$ cat config.mk
export PLATFORM = sky130hd
export DESIGN_NAME = ps2_scan_rx_flat
export DESIGN_NICKNAME = d
export VERILOG_FILES = /design/src/rtl/ps2_scan_rx_if.sv /design/src/rtl/ps2_scan_rx.sv /design/src/flat_wrapper.sv
export SDC_FILE = /design/constraint.sdc
export NUM_CORES = 1
export LEC_CHECK = 0
export BUFFER_PORTS_ARGS = -buffer_cell sky130_fd_sc_hd__buf_2
export CAP_MARGIN = 20
export CORE_ASPECT_RATIO = 1.5
export CORE_MARGIN = 2
export CORE_UTILIZATION = 59
export DETAILED_ROUTE_END_ITERATION = 10
export PLACE_DENSITY = 0.77
export SLEW_MARGIN = 20
export SYNTH_ARGS = -nofsm -noshare
export SYNTH_HDL_FRONTEND = slang
export SYNTH_SLANG_ARGS = --single-unit
$ cat constraint.sdc
create_clock -name Clk -period 2.5 [get_ports Clk]
set_input_delay 0.375 -clock Clk [delete_from_list [all_inputs] [get_ports Clk]]
set_output_delay 0.375 -clock Clk [all_outputs]
set_load 0.05 [all_outputs]
$ cat src/rtl/ps2_scan_rx_if.sv
// Keyboard-side pins and scan-code delivery signals of ps2_scan_rx.
// The receiver uses the slave modport; the keyboard/consumer side uses master.
interface ps2_scan_rx_if;
    logic       PS2_CLK;
    logic       PS2_DATA;
    logic [7:0] scan_code;
    logic       code_valid;
    logic       is_break;
    logic       is_extended;
    logic       frame_err;

    modport master (
        output PS2_CLK, PS2_DATA,
        input  scan_code, code_valid, is_break, is_extended, frame_err
    );

    modport slave (
        input  PS2_CLK, PS2_DATA,
        output scan_code, code_valid, is_break, is_extended, frame_err
    );
endinterface

$ cat src/rtl/ps2_scan_rx.sv
// PS/2 keyboard receiver: pin conditioning, 11-bit frame deframing, E0/F0 prefix folding.
// Define PS2_TYPEMATIC_FILTER_EN to suppress auto-repeat make codes of the currently held key.
module ps2_scan_rx #(
    parameter int FILTER_LEN     = 8,
    parameter int TIMEOUT_CYCLES = 100000
) (
    input  logic         Clk,
    input  logic         Reset,
    ps2_scan_rx_if.slave ps2
);
    localparam int FCW = $clog2(FILTER_LEN + 1);
    localparam int TCW = $clog2(TIMEOUT_CYCLES + 1);

    typedef enum logic [1:0] {S_IDLE, S_DATA, S_PARITY, S_STOP} state_e;

    state_e         state_q, state_d;
    logic           clk_s1_q, clk_s2_q, dat_s1_q, dat_s2_q;
    logic           filt_q, filt_d;
    logic [FCW-1:0] fcnt_q, fcnt_d;
    logic           fall_q, fall_d;
    logic [2:0]     bit_cnt_q, bit_cnt_d;
    logic [7:0]     shift_q, shift_d;
    logic           parity_q, parity_d;
    logic [TCW-1:0] tcnt_q, tcnt_d;
    logic           ext_pend_q, ext_pend_d;
    logic           brk_pend_q, brk_pend_d;
    logic [7:0]     scan_code_q, scan_code_d;
    logic           is_break_q, is_break_d;
    logic           is_extended_q, is_extended_d;
    logic           code_valid_q, code_valid_d;
    logic           frame_err_q, frame_err_d;
    logic           frame_ok;
    logic           deliver;
`ifdef PS2_TYPEMATIC_FILTER_EN
    logic           held_v_q, held_v_d;
    logic [8:0]     held_q, held_d;
    logic           held_match;
`endif

    // Stop bit must be 1 and data plus parity must carry an odd number of ones.
    assign frame_ok = dat_s2_q & (^{shift_q, parity_q});

    // The filtered clock only follows the pin once it has held a new level for FILTER_LEN samples.
    always_comb begin
        // NOTE: every always_comb output gets a default first so no path can infer a latch.
        filt_d = filt_q;
        fcnt_d = '0;
        if (clk_s2_q != filt_q) begin
            if (fcnt_q == FCW'(FILTER_LEN - 1)) filt_d = clk_s2_q;
            else                                fcnt_d = fcnt_q + FCW'(1);
        end
        fall_d = filt_q & ~filt_d;
    end

`ifdef PS2_TYPEMATIC_FILTER_EN
    assign held_match = held_v_q && (held_q == {ext_pend_q, shift_q});
`endif

    always_comb begin
        state_d       = state_q;
        bit_cnt_d     = bit_cnt_q;
        shift_d       = shift_q;
        parity_d      = parity_q;
        tcnt_d        = tcnt_q;
        ext_pend_d    = ext_pend_q;
        brk_pend_d    = brk_pend_q;
        scan_code_d   = scan_code_q;
        is_break_d    = is_break_q;
        is_extended_d = is_extended_q;
        code_valid_d  = 1'b0;
        frame_err_d   = 1'b0;
        deliver       = 1'b0;
`ifdef PS2_TYPEMATIC_FILTER_EN
        held_v_d      = held_v_q;
        held_d        = held_q;
`endif
        if (fall_q) begin
            tcnt_d = '0;
            unique case (state_q)
                S_IDLE: begin
                    if (!dat_s2_q) begin
                        state_d   = S_DATA;
                        bit_cnt_d = '0;
                    end
                end
                S_DATA: begin
                    shift_d   = {dat_s2_q, shift_q[7:1]};
                    bit_cnt_d = bit_cnt_q + 3'd1;
                    if (bit_cnt_q == 3'd7) state_d = S_PARITY;
                end
                S_PARITY: begin
                    parity_d = dat_s2_q;
                    state_d  = S_STOP;
                end
                S_STOP: begin
                    state_d = S_IDLE;
                    if (!frame_ok) begin
                        frame_err_d = 1'b1;
                        ext_pend_d  = 1'b0;
                        brk_pend_d  = 1'b0;
                    end else if (shift_q == 8'hE0) begin
                        ext_pend_d = 1'b1;
                    end else if (shift_q == 8'hF0) begin
                        brk_pend_d = 1'b1;
                    end else begin
                        deliver = 1'b1;
`ifdef PS2_TYPEMATIC_FILTER_EN
                        // Make of the held key is an auto-repeat; break of the held key releases it.
                        if (!brk_pend_q) begin
                            if (held_match) begin
                                deliver = 1'b0;
                            end else begin
                                held_v_d = 1'b1;
                                held_d   = {ext_pend_q, shift_q};
                            end
                        end else if (held_match) begin
                            held_v_d = 1'b0;
                        end
`endif
                        if (deliver) begin
                            code_valid_d  = 1'b1;
                            scan_code_d   = shift_q;
                            is_break_d    = brk_pend_q;
                            is_extended_d = ext_pend_q;
                        end
                        ext_pend_d = 1'b0;
                        brk_pend_d = 1'b0;
                    end
                end
                default: state_d = S_IDLE;
            endcase
        end else if (state_q != S_IDLE) begin
            if (tcnt_q == TCW'(TIMEOUT_CYCLES - 1)) begin
                state_d    = S_IDLE;
                tcnt_d     = '0;
                ext_pend_d = 1'b0;
                brk_pend_d = 1'b0;
            end else begin
                tcnt_d = tcnt_q + TCW'(1);
            end
        end
    end

    always_ff @(posedge Clk or negedge Reset) begin
        // NOTE: reset values put the synchronizers and filter at the idle-high line level so
        // releasing reset cannot manufacture a falling edge.
        if (!Reset) begin
            clk_s1_q      <= 1'b1;
            clk_s2_q      <= 1'b1;
            dat_s1_q      <= 1'b1;
            dat_s2_q      <= 1'b1;
            filt_q        <= 1'b1;
            fcnt_q        <= '0;
            fall_q        <= 1'b0;
            state_q       <= S_IDLE;
            bit_cnt_q     <= '0;
            shift_q       <= '0;
            parity_q      <= 1'b0;
            tcnt_q        <= '0;
            ext_pend_q    <= 1'b0;
            brk_pend_q    <= 1'b0;
            scan_code_q   <= '0;
            is_break_q    <= 1'b0;
            is_extended_q <= 1'b0;
            code_valid_q  <= 1'b0;
            frame_err_q   <= 1'b0;
`ifdef PS2_TYPEMATIC_FILTER_EN
            held_v_q      <= 1'b0;
            held_q        <= '0;
`endif
        end else begin
            // NOTE: non-blocking assignments so every flop samples pre-edge values.
            clk_s1_q      <= ps2.PS2_CLK;
            clk_s2_q      <= clk_s1_q;
            dat_s1_q      <= ps2.PS2_DATA;
            dat_s2_q      <= dat_s1_q;
            filt_q        <= filt_d;
            fcnt_q        <= fcnt_d;
            fall_q        <= fall_d;
            state_q       <= state_d;
            bit_cnt_q     <= bit_cnt_d;
            shift_q       <= shift_d;
            parity_q      <= parity_d;
            tcnt_q        <= tcnt_d;
            ext_pend_q    <= ext_pend_d;
            brk_pend_q    <= brk_pend_d;
            scan_code_q   <= scan_code_d;
            is_break_q    <= is_break_d;
            is_extended_q <= is_extended_d;
            code_valid_q  <= code_valid_d;
            frame_err_q   <= frame_err_d;
`ifdef PS2_TYPEMATIC_FILTER_EN
            held_v_q      <= held_v_d;
            held_q        <= held_d;
`endif
        end
    end

    assign ps2.scan_code   = scan_code_q;
    assign ps2.code_valid  = code_valid_q;
    assign ps2.is_break    = is_break_q;
    assign ps2.is_extended = is_extended_q;
    assign ps2.frame_err   = frame_err_q;
endmodule

$ cat src/flat_wrapper.sv
// flat-port wrapper written by rule: the top's interface ports become plain ports
module ps2_scan_rx_flat 
#(
    parameter int FILTER_LEN     = 8,
    parameter int TIMEOUT_CYCLES = 100000
)
  (Clk, Reset, ps2_PS2_CLK, ps2_PS2_DATA, ps2_scan_code, ps2_code_valid, ps2_is_break, ps2_is_extended, ps2_frame_err);
  ps2_scan_rx_if ps2_i ();
  input  logic Clk;
  input  logic Reset;
  input wire logic [$bits(ps2_i.PS2_CLK)-1:0] ps2_PS2_CLK;
  input wire logic [$bits(ps2_i.PS2_DATA)-1:0] ps2_PS2_DATA;
  output wire logic [$bits(ps2_i.scan_code)-1:0] ps2_scan_code;
  output wire logic [$bits(ps2_i.code_valid)-1:0] ps2_code_valid;
  output wire logic [$bits(ps2_i.is_break)-1:0] ps2_is_break;
  output wire logic [$bits(ps2_i.is_extended)-1:0] ps2_is_extended;
  output wire logic [$bits(ps2_i.frame_err)-1:0] ps2_frame_err;
  assign ps2_i.PS2_CLK = ps2_PS2_CLK;
  assign ps2_i.PS2_DATA = ps2_PS2_DATA;
  assign ps2_scan_code = ps2_i.scan_code;
  assign ps2_code_valid = ps2_i.code_valid;
  assign ps2_is_break = ps2_i.is_break;
  assign ps2_is_extended = ps2_i.is_extended;
  assign ps2_frame_err = ps2_i.frame_err;
  ps2_scan_rx #(.FILTER_LEN(FILTER_LEN), .TIMEOUT_CYCLES(TIMEOUT_CYCLES)) u_core (.Clk(Clk), .Reset(Reset), .ps2(ps2_i));
endmodule
==> reports/summary.log <==
INFO  finish         insertedDiodeCount=0
INFO  sta            timing.clock.skew=8.68ps
INFO  clock_network  cts_buffers=5
INFO  synthesis      netlist-cell-type-count=36
INFO  place          dpl-instance-area=2670squm
INFO  grt            first_global_vias=1673
INFO  sta            worst-slew-pin-transition=792ps
INFO  sta            min_period_over_period=89.0%
INFO  floorplanning  design.core.area=4170squm
INFO  run            drv.max_cap_violation_count=0
INFO  synthesis      synthesis.area=2530squm
INFO  sta            timing_max_transition_violations_final=0
INFO  floorplanning  floorplan.rows=29
INFO  synthesis      synth_top_family_by_area=simple AND/OR/NAND/NOR gates
INFO  setup_path     worst_ep_required_time=2700ps
INFO  detailed_routing remaining_drc_errors=0
INFO  sta            grt_setup_unrepaired=no
INFO  clock_network  root_buffer=sky130_fd_sc_hd__clkbuf_8
INFO  setup_path     arrival=2430ps
INFO  synthesis      synthFlopType=sky130_fd_sc_hd__dfrtp_1
INFO  clock_network  cts_tree=built
INFO  detailed_routing drt_iter0_drc=33
INFO  grt            grt_max_degree=38
INFO  detailed_routing detail_route.first_pass.iterations=4
INFO  synthesis      syn_inst=213
INFO  power          fin_total_pwr=1.52mW
INFO  floorplanning  die_w=57.5microns
INFO  sta            timing.max_slew.rel_slack=47.2%
INFO  grt            grt_overflow=0
INFO  clock_network  max-clock-path-buffers=2
INFO  setup_path     reg2reg_slack=270ps
INFO  setup_path     worstSetupEndpointType=register
INFO  synthesis      synth_sequential_area_ratio=54.6%
INFO  setup_path     setup.worst_path.class=register to register
INFO  finish         final_net_count=248
INFO  clock_network  clk-insertion-delay-late=310ps
INFO  setup_path     crit_chain=inv_1 > ha_1 > nor2b_1 > or3_1 > nor4_1 > xnor2_1 > nor2_1
INFO  sta            timing.final.crit_period=2230ps
INFO  setup_path     cp-endpoint=u_core.tcnt_q[13]
INFO  setup_path     crit_path_start=u_core.state_q[0]
INFO  synthesis      postSynth.asyncResetShare=100%
INFO  power          power.static_leakage=1.38nW
INFO  place          dp_hpwl=2980microns
INFO  power          vdd_ir_drop_max=0.571mV
INFO  sta            maximum_clock_frequency=449MHz
INFO  synthesis      postSynthRegisterBits=55
INFO  floorplanning  design.die.area=4840squm
INFO  detailed_routing wirelength=4140microns
INFO  floorplanning  top_level_ports=16
INFO  clock_network  cts_stage_hold_buffer_count=0
INFO  detailed_routing wire_per_inst=14.6microns
INFO  setup_path     worst_path_slowest_cell=sky130_fd_sc_hd__or3_1
INFO  grt            met3_usage_in_global_routing=4.16%
INFO  synthesis      synth-edff-count=0
INFO  finish         area_growth_from_synthesis_to_layout=8.89%
INFO  setup_path     crit_path_start_kind=register
INFO  grt            grt_use_total=19.5%
INFO  min_path       worstHoldPathType=input port to asynchronous set/reset pin
INFO  setup_path     slowest_delay=490ps
INFO  place          port_buffers=15
INFO  power          power_density=549nW/um^2
INFO  grt            grt.met2_usage=33.0%
INFO  finish         final_design_area_no_fill=2760squm
INFO  floorplanning  floorplan.die.height=84.2microns
INFO  floorplanning  initial_core_util=60.7%
INFO  run_status     outcome=complete, no violations
INFO  synthesis      yosys.area_share.simple=14.4%
INFO  synthesis      synth.area.mux_share=10.2%
INFO  clock_network  clk_pin_slew=90ps
INFO  synthesis      synth_adder_area_share=3.95%
INFO  finish         drive_above_1_share=23.2%
INFO  grt            busiest_layer=met2
INFO  grt            grt.met1_usage=23.2%
INFO  synthesis      synth_fp_nets=225
INFO  detailed_routing avgViaCountPerCell=5.78
INFO  clock_network  post_cts_resize_count=0
INFO  synthesis      synth-warning-count=0
INFO  synthesis      synth_area_per_cell=11.9squm
INFO  synthesis      synth_compound_gate_area_share=4.99%
INFO  clock_network  cts_num_sinks=55
INFO  sta            tns=0ps
INFO  setup_path     critPathMaxFanout=8
INFO  setup_path     r2r_end=u_core.tcnt_q[13]
INFO  clock_network  number_of_setup_buffers_added_after_cts=0
INFO  clock_network  cts.htree.levels=2
INFO  setup_path     timing.rr.start=u_core.state_q[0]
INFO  synthesis      synthXorXnorAreaFrac=9.14%
INFO  detailed_routing antenna_violating_nets_post_route=0
INFO  grt            first_pass_grt_wire_length=7300microns
INFO  grt            number_of_antenna_violations_at_the_first_check_in_global_routing=0
INFO  setup_path     timing.reg2reg.worst_path_depth=7
INFO  sta            hold_viol_final=0
INFO  sta            finalSetupViolations=0
INFO  place          final_estimated_routing_congestion_in_global_placement=0.852
INFO  detailed_routing detailroute.via_count=1637
==> how the worst min path moves through the flow <==
stage	start	to	slack (ps)	cells after the start
after global placement	u_core.dat_s1_q	u_core.dat_s2_q	350	0
after detailed placement	u_core.clk_s1_q	u_core.clk_s2_q	350	0
after floorplan	Reset	u_core.bit_cnt_q[0]	80	0
after global routing	ps2_PS2_DATA	u_core.dat_s1_q	140	1
final	Reset	u_core.tcnt_q[15]	140	1
after CTS	ps2_PS2_DATA	u_core.dat_s1_q	140	1
==> power breakdown <==
part,internal (mW),switching [mW]
Clock,0.196,0.276
Sequential,0.930,0.0256
Combinational,0.0400,0.0481
Total,1.17,0.349
==> layout by cell type, fill, tap and decap left out, drive strengths merged, types with 8 or more instances in the layout <==
cell,instances
mux2,20
dfrtp,50
nand2,16
buf,21
xnor2,14
inv,8
nor2,20
ha,8
xor2,9
o21ai,8
==> routing by layer <==
metal  up-vias  part of all wire, %
li1        786                    -
met1       815                   43
met2        28                   51
met3         8                  3.1
met4         0                  2.5
met5         -                    0
==> synth_stat cells (all sizes together) (5+ instances only) <==
cell   number  share of area (%)
nor2       20                3.0
nor4        6                1.7
dfrtp      50                 49
xnor2      14                5.1
nand2      16                2.4
o21ai       8                1.6
dfstp       5                5.2
nand4       7                1.7
nand3       7                1.4
ha          8                4.0
xor2        9                3.1
mux2       20                 10
inv         8                1.2
==> stage by stage <==
step	cells	hold WS, ps	util, %	setup slack, ps
floorplan	213	79.4	-	503
finish	283	145	66.1	275
global route	283	139	66.1	81.0
CTS	283	145	66.1	264
detailed placement	275	349	64.0	287
global placement	275	346	64.0	332
==> flip-flops by register name (all words and copies together), names as in the netlist, 2 cells and up <==
name,count
u_core.shift_q,8
u_core.fcnt_q,4
u_core.bit_cnt_q,3
u_core.state_q,2
u_core.ps2.scan_code,8
u_core.tcnt_q,17
==> critical path, delay by kind of cell (launching register included) <==
family	cells	cell delay, ps
AND/OR/NAND/NOR	4	1120
flip-flops	1	430
XOR/XNOR	1	170
adder cells (fa/ha/maj)	1	290
buffers and inverters	1	100
==> area by class of cell <==
cell class                 count  area, sq um
tap                           46         57.6
clock inverter                 2         12.5
fill                         324         1420
sequential                    55         1380
timing repair buffer          21          120
inverter                       8         30.0
clock buffer                   6         72.6
multi-input combinational    145         1080
==> kinds of logic after synthesis <==
| group | count (synthesis) |
|---|---|
| xor+xnor | 24 |
| buf+inv | 13 |
| flops | 55 |
| fa+ha+maj | 8 |
| simple gates | 72 |
| compound gates | 21 |
| mux | 20 |
(Power assumes the default switching activity.)
